$ cat src/rtl/bus_arbiter_if.sv
// Memory-style bus used by both requesters and the shared memory port.
// The master modport drives the command; the slave modport answers it.
interface bus_arbiter_if #(
    parameter int unsigned ADDR_WIDTH = 32,
    parameter int unsigned DATA_WIDTH = 32
);
    logic [ADDR_WIDTH-1:0] addr;
    logic [DATA_WIDTH-1:0] wdata;
    logic                  read;
    logic                  write;
    logic [DATA_WIDTH-1:0] rdata;
    logic                  ready;
    logic                  err;

    modport master (
        output addr, wdata, read, write,
        input  rdata, ready, err
    );

    modport slave (
        input  addr, wdata, read, write,
        output rdata, ready, err
    );
endinterface

$ cat src/rtl/bus_arbiter.sv
// Two-master round-robin arbiter for a single data-memory bus.
// Optional response timeout is enabled by defining ARB_TIMEOUT_EN.
module bus_arbiter #(
    parameter int unsigned ADDR_WIDTH     = 32,
    parameter int unsigned DATA_WIDTH     = 32,
    parameter int unsigned TIMEOUT_CYCLES = 16
) (
    input  logic                 clock,
    input  logic                 reset,
    bus_arbiter_if.slave         m0,
    bus_arbiter_if.slave         m1,
    bus_arbiter_if.master        mem,
    output logic [1:0]           grant
);
    typedef enum logic {StIdle, StBusy} state_e;

    state_e state_q, state_d;
    logic   owner_q, owner_d;
    logic   last_q, last_d;

    logic                  req0, req1;
    logic [ADDR_WIDTH-1:0] sel_addr;
    logic [DATA_WIDTH-1:0] sel_wdata;
    logic                  sel_read, sel_write, sel_req;
    logic                  busy, fwd, done, abort, timeout, rsp;
    logic [DATA_WIDTH-1:0] rsp_rdata;

    assign req0 = m0.read | m0.write;
    assign req1 = m1.read | m1.write;

    assign sel_addr  = owner_q ? m1.addr  : m0.addr;
    assign sel_wdata = owner_q ? m1.wdata : m0.wdata;
    assign sel_read  = owner_q ? m1.read  : m0.read;
    assign sel_write = owner_q ? m1.write : m0.write;
    assign sel_req   = sel_read | sel_write;

    // Reset masks the bus in its own cycle so a mid-transfer reset never completes.
    assign busy  = (state_q == StBusy) && !reset;
    assign fwd   = busy && sel_req;
    assign done  = busy && mem.ready;
    assign abort = busy && !mem.ready && !sel_req;
    assign rsp   = done || timeout;

`ifdef ARB_TIMEOUT_EN
    localparam int unsigned CntW = ($clog2(TIMEOUT_CYCLES) > 5) ? $clog2(TIMEOUT_CYCLES) : 5;

    logic [CntW-1:0] wait_cnt_q, wait_cnt_d;

    assign timeout = busy && !mem.ready && sel_req &&
                     (wait_cnt_q == CntW'(TIMEOUT_CYCLES - 1));

    always_comb begin
        wait_cnt_d = wait_cnt_q;
        if (state_q == StIdle) begin
            wait_cnt_d = '0;
        end else if (!mem.ready) begin
            wait_cnt_d = wait_cnt_q + 1'b1;
        end
    end

    always_ff @(posedge clock) begin
        if (reset) begin
            wait_cnt_q <= '0;
        end else begin
            wait_cnt_q <= wait_cnt_d;
        end
    end
`else
    logic [31:0] unused_timeout_cycles;
    assign unused_timeout_cycles = 32'(TIMEOUT_CYCLES);
    assign timeout = 1'b0;
`endif

    logic unused_mem_err;
    assign unused_mem_err = mem.err;

    // Write wins when a master raises both strobes.
    assign mem.addr  = fwd ? sel_addr  : '0;
    assign mem.wdata = fwd ? sel_wdata : '0;
    assign mem.write = fwd && sel_write;
    assign mem.read  = fwd && sel_read && !sel_write;

    assign rsp_rdata = done ? mem.rdata : '0;

    assign m0.ready = rsp && !owner_q;
    assign m0.err   = timeout && !owner_q;
    assign m0.rdata = !owner_q ? rsp_rdata : '0;
    assign m1.ready = rsp && owner_q;
    assign m1.err   = timeout && owner_q;
    assign m1.rdata = owner_q ? rsp_rdata : '0;

    assign grant = {(state_q == StBusy) && owner_q, (state_q == StBusy) && !owner_q};

    always_comb begin
        state_d = state_q;
        owner_d = owner_q;
        last_d  = last_q;
        unique case (state_q)
            StIdle: begin
                if (req0 || req1) begin
                    state_d = StBusy;
                    owner_d = (req0 && req1) ? !last_q : req1;
                end
            end
            StBusy: begin
                if (rsp) begin
                    last_d  = owner_q;
                    state_d = StIdle;
                end else if (abort) begin
                    state_d = StIdle;
                end
            end
            default: state_d = StIdle;
        endcase
    end

    always_ff @(posedge clock) begin
        if (reset) begin
            state_q <= StIdle;
            owner_q <= 1'b0;
            last_q  <= 1'b1;
        end else begin
            state_q <= state_d;
            owner_q <= owner_d;
            last_q  <= last_d;
        end
    end
endmodule

$ cat src/flat_wrapper.sv
// flat-port wrapper written by rule: the top's interface ports become plain ports
module bus_arbiter_flat 
#(
    parameter int unsigned ADDR_WIDTH     = 32,
    parameter int unsigned DATA_WIDTH     = 32,
    parameter int unsigned TIMEOUT_CYCLES = 16
)
  (clock, reset, grant, m0_addr, m0_wdata, m0_read, m0_write, m0_rdata, m0_ready, m0_err, m1_addr, m1_wdata, m1_read, m1_write, m1_rdata, m1_ready, m1_err, mem_addr, mem_wdata, mem_read, mem_write, mem_rdata, mem_ready, mem_err);
  bus_arbiter_if #(.ADDR_WIDTH(ADDR_WIDTH), .DATA_WIDTH(DATA_WIDTH)) m0_i ();
  bus_arbiter_if #(.ADDR_WIDTH(ADDR_WIDTH), .DATA_WIDTH(DATA_WIDTH)) m1_i ();
  bus_arbiter_if #(.ADDR_WIDTH(ADDR_WIDTH), .DATA_WIDTH(DATA_WIDTH)) mem_i ();
  input  logic clock;
  input  logic reset;
  output logic [1:0] grant;
  input wire logic [$bits(m0_i.addr)-1:0] m0_addr;
  input wire logic [$bits(m0_i.wdata)-1:0] m0_wdata;
  input wire logic [$bits(m0_i.read)-1:0] m0_read;
  input wire logic [$bits(m0_i.write)-1:0] m0_write;
  output wire logic [$bits(m0_i.rdata)-1:0] m0_rdata;
  output wire logic [$bits(m0_i.ready)-1:0] m0_ready;
  output wire logic [$bits(m0_i.err)-1:0] m0_err;
  input wire logic [$bits(m1_i.addr)-1:0] m1_addr;
  input wire logic [$bits(m1_i.wdata)-1:0] m1_wdata;
  input wire logic [$bits(m1_i.read)-1:0] m1_read;
  input wire logic [$bits(m1_i.write)-1:0] m1_write;
  output wire logic [$bits(m1_i.rdata)-1:0] m1_rdata;
  output wire logic [$bits(m1_i.ready)-1:0] m1_ready;
  output wire logic [$bits(m1_i.err)-1:0] m1_err;
  output wire logic [$bits(mem_i.addr)-1:0] mem_addr;
  output wire logic [$bits(mem_i.wdata)-1:0] mem_wdata;
  output wire logic [$bits(mem_i.read)-1:0] mem_read;
  output wire logic [$bits(mem_i.write)-1:0] mem_write;
  input wire logic [$bits(mem_i.rdata)-1:0] mem_rdata;
  input wire logic [$bits(mem_i.ready)-1:0] mem_ready;
  input wire logic [$bits(mem_i.err)-1:0] mem_err;
  assign m0_i.addr = m0_addr;
  assign m0_i.wdata = m0_wdata;
  assign m0_i.read = m0_read;
  assign m0_i.write = m0_write;
  assign m0_rdata = m0_i.rdata;
  assign m0_ready = m0_i.ready;
  assign m0_err = m0_i.err;
  assign m1_i.addr = m1_addr;
  assign m1_i.wdata = m1_wdata;
  assign m1_i.read = m1_read;
  assign m1_i.write = m1_write;
  assign m1_rdata = m1_i.rdata;
  assign m1_ready = m1_i.ready;
  assign m1_err = m1_i.err;
  assign mem_addr = mem_i.addr;
  assign mem_wdata = mem_i.wdata;
  assign mem_read = mem_i.read;
  assign mem_write = mem_i.write;
  assign mem_i.rdata = mem_rdata;
  assign mem_i.ready = mem_ready;
  assign mem_i.err = mem_err;
  bus_arbiter #(.ADDR_WIDTH(ADDR_WIDTH), .DATA_WIDTH(DATA_WIDTH), .TIMEOUT_CYCLES(TIMEOUT_CYCLES)) u_core (.clock(clock), .reset(reset), .m0(m0_i), .m1(m1_i), .mem(mem_i), .grant(grant));
endmodule
$ cat config.mk
export PLATFORM = sky130hd
export DESIGN_NAME = bus_arbiter_flat
export DESIGN_NICKNAME = d
export VERILOG_FILES = /design/src/rtl/bus_arbiter_if.sv /design/src/rtl/bus_arbiter.sv /design/src/flat_wrapper.sv
export SDC_FILE = /design/constraint.sdc
export NUM_CORES = 1
export LEC_CHECK = 0
export CAP_MARGIN = 5
export CORE_AREA = 2 2 117 119
export CTS_CLUSTER_SIZE = 16
export DETAILED_ROUTE_END_ITERATION = 10
export DIE_AREA = 0 0 119 121
export GPL_TIMING_DRIVEN = 1
export SLEW_MARGIN = 20
export SYNTH_ARGS = -nofsm -noshare
export SYNTH_HDL_FRONTEND = slang
export SYNTH_SLANG_ARGS = --single-unit
$ cat constraint.sdc
create_clock -name clock -period 2.4 [get_ports clock]
set_input_delay 0.24 -clock clock [delete_from_list [all_inputs] [get_ports clock]]
set_output_delay 0.24 -clock clock [all_outputs]
set_load 0.01 [all_outputs]
==> impl_metrics.toml <==
[critical_path]
crit_arrival_ns = 2.10
critPathCaptureType = "output port"
crit_path_start = "m0_read"
cp_max_fo = 16
cp.required_ns = 2.16
path_class = "input port to output port"
startpoint_type = "input port"
timing.rr.start = "u_core.owner_q$_SDFFE_PP0P_"

[clock_network]
cts_root_buf = "clkbuf_16"
cts.path.max_buffers = 2
cts_buffers = 3
cts.clk_slew.worst_paths_ns = 0.03
cts.htree.levels = 1
clock_sinks = 3
clk_latency_ns = 0.22
cts_tree = "yes"

[route]
drcViolationCount = 0
ant_nets = 0
wl_per_cell_um = 13.75
via_per_inst = 3.948
vias = 2807
firstDrtPassIters = 4
drtIter0Drc = 45
routed_wl_um = 9777

[floorplanning]
core-area_um2 = 13090
fp.dieH_um = 121
dieArea_um2 = 14400
rows = 42
initial_core_util_pct = 12.70
io_pins = 304
fp.dieW_um = 119

[synth]
synth_area_um2 = 1662
synth_cells = 241
synth.top_cell.area_share_pct = 38.55
yosysMostFrequentCell = "nor2_1"
synth_seq_area_share_pct = 3.614
ys_ff_latch = 3
async_flop_share_pct = 0
synth_commonest_cells = "67 x nor2_1, 66 x and2_1, 64 x mux2i_1"
syn-mean-instance-area_um2 = 6.895
synth_top_area_cell = "mux2i_1"
synth_edf_count = 0
yosysUniqueCellTypes = 25
yosys_warnings = 0
synthFlopType = "dfxtp_1"
yosys-top-cells-area = "mux2i_1 39%, and2_1 25%, nor2_1 15%"

[sta]
finalClockSkew_ns = 0.002301
period_minus_slack_ns = 2.345
hold_ws_ns = 0.6488
fmax_mhz = 426.5
rsz0062_at_grt = "false"
timing_hold_violations_final = 0
slew_viol_final = 0
finalSetupTns_ns = 0
post-route-period-util_pct = 97.70
final-setup-viol-count = 0
setup_ws_ns = 0.05509

[global_route]
grt_usage_pct = 11.23
grt_use_met2_pct = 23.13
grt.overflow.total = 0
use_met3_pct = 2.538
antenna_found_initial = 0
top_usage_layer = "met2"
grt_pass1_vias = 2700
grt_max_degree = 65
grt_pass1_wl_um = 13410
grtUsageMet1_pct = 11.89

[place]
gp_congestion = 0.7521
place_ws_ns = 0.02977
port_buffers = 300
placed_cells = 703
hpwl_um = 8039

[outcome]
run_status = "complete, no violations"

[finish]
seq_area_um2 = 63.81
fillers = 1341
diodes = 0
layout-drive-gt1-share_pct = 3.738
final_cells = 711
synthToLayoutAreaGrowth_pct = 201.3
fin_nets = 704
multi_input_area_um2 = 1456

[power]
powerDensity_nw_per_um2 = 207.4
leakage_nw = 1.811
peakVddDrop_mv = 0.1737

[min_path]
min_path_type = "flop to flop"
min_from = "u_core.state_q$_SDFF_PP0_"

[run]
drv_cap = 0
-- cells in the final DEF, fill, tap and decap left out --
| cell type | Yosys | final |
|---|---|---|
| buf_4 | 3 | 3 |
| and2_1 | 66 | 66 |
| dfxtp_1 | 3 | 2 |
| a21o_1 | 1 | 1 |
| o21ai_4 | 1 | 1 |
| or3b_2 | 1 | 1 |
| mux2_2 | 1 | 1 |
| clkdlybuf4s50_1 | 0 | 300 |
| a311o_1 | 1 | 1 |
| and2b_2 | 0 | 1 |
| clkbuf_16 | 0 | 5 |
| and3_1 | 1 | 1 |
| buf_12 | 0 | 5 |
| conb_1 | 1 | 2 |
| mux2i_1 | 64 | 64 |
| nor2b_1 | 1 | 1 |
| a211o_1 | 1 | 1 |
| nor2_1 | 67 | 67 |
| nand2_1 | 1 | 1 |
| clkbuf_1 | 4 | 1 |
| a21oi_1 | 2 | 2 |
| a21boi_0 | 1 | 1 |
| nor3_1 | 1 | 1 |
| o21ai_0 | 2 | 2 |
| buf_6 | 6 | 1 |
| dfxtp_4 | 0 | 1 |
| and3b_1 | 1 | 1 |
| mux2_4 | 1 | 1 |
-- report_power, final --
group,switching [W],total [W],leakage (nW),internal [W]
combinational,0.000244,0.000716,1.75,0.000472
clock,0.0000436,0.000263,0.0382,0.000219
sequential,0.00000517,0.0000593,0.0256,0.0000541
-- sequential cells by signal (all words and copies together), names as in the netlist --
register and flops:
u_core.owner_q 1, u_core.last_q 1, u_core.state_q 1
-- final timing paths --
| path | cells after the start | slack [ns] | endpoint |
|---|---|---|---|
| max reg2reg | 4 | 1.24 | u_core.state_q$_SDFF_PP0_ |
| max | 7 | 0.06 | mem_wdata[4] |
| min | 2 | 0.65 | u_core.state_q$_SDFF_PP0_ |
| min reg2reg | 2 | 0.65 | u_core.state_q$_SDFF_PP0_ |
-- area by class of cell --
type / instances / share of cell area, %
timing repair buffer: 311 / 63.66
multi-input combinational: 217 / 29.09
tap: 176 / 4.399
clock buffer: 4 / 1.575
sequential: 3 / 1.275
-- timing repair --
| action | in CTS | in global routing |
|---|---|---|
| setup buffers | 0 | 1 |
| hold buffers | 0 | 0 |
| setup endpoints to repair | 0 | 64 |
| gates resized for setup | 0 | 1 |
-- layer usage --
metal / part of all wire (%) / vias to the layer above
met3: 8.3 / 4
met1: 37 / 1261
met2: 55 / 163
li1: - / 1379
met5: 0 / -
met4: 0.32 / 0
-- per-stage QoR --
stage,cell area (um^2),util (%),total power [W]
final,5006,38.26,0.001038
after global routing,5006,38.26,0.001095
after CTS,4923,37.63,0.001026
after detailed placement,4845,37.02,0.0007573
after global placement,4845,37.02,0.0007506
after floorplan,1665,-,0.0003069
-- kinds of logic after synthesis --
family                 count (synthesis)  synth area share (%)
AO/OA/AOI/OAI                          9                 4.218
AND/OR/NAND/NOR                      140                 42.77
multiplexers                          66                 40.13
other                                  1                0.2257
flip-flops                             3                 3.615
buffers and inverters                 22                 9.035
-- worst max-delay path, stage by stage --
cell and delay, ns:
clkdlybuf4s50_1 0.46, mux2_4 0.32, o21ai_4 0.17, buf_12 0.14
buf_6 0.20, nor2_1 0.07, clkdlybuf4s50_1 0.49
Power figures use the tool's default switching activity.
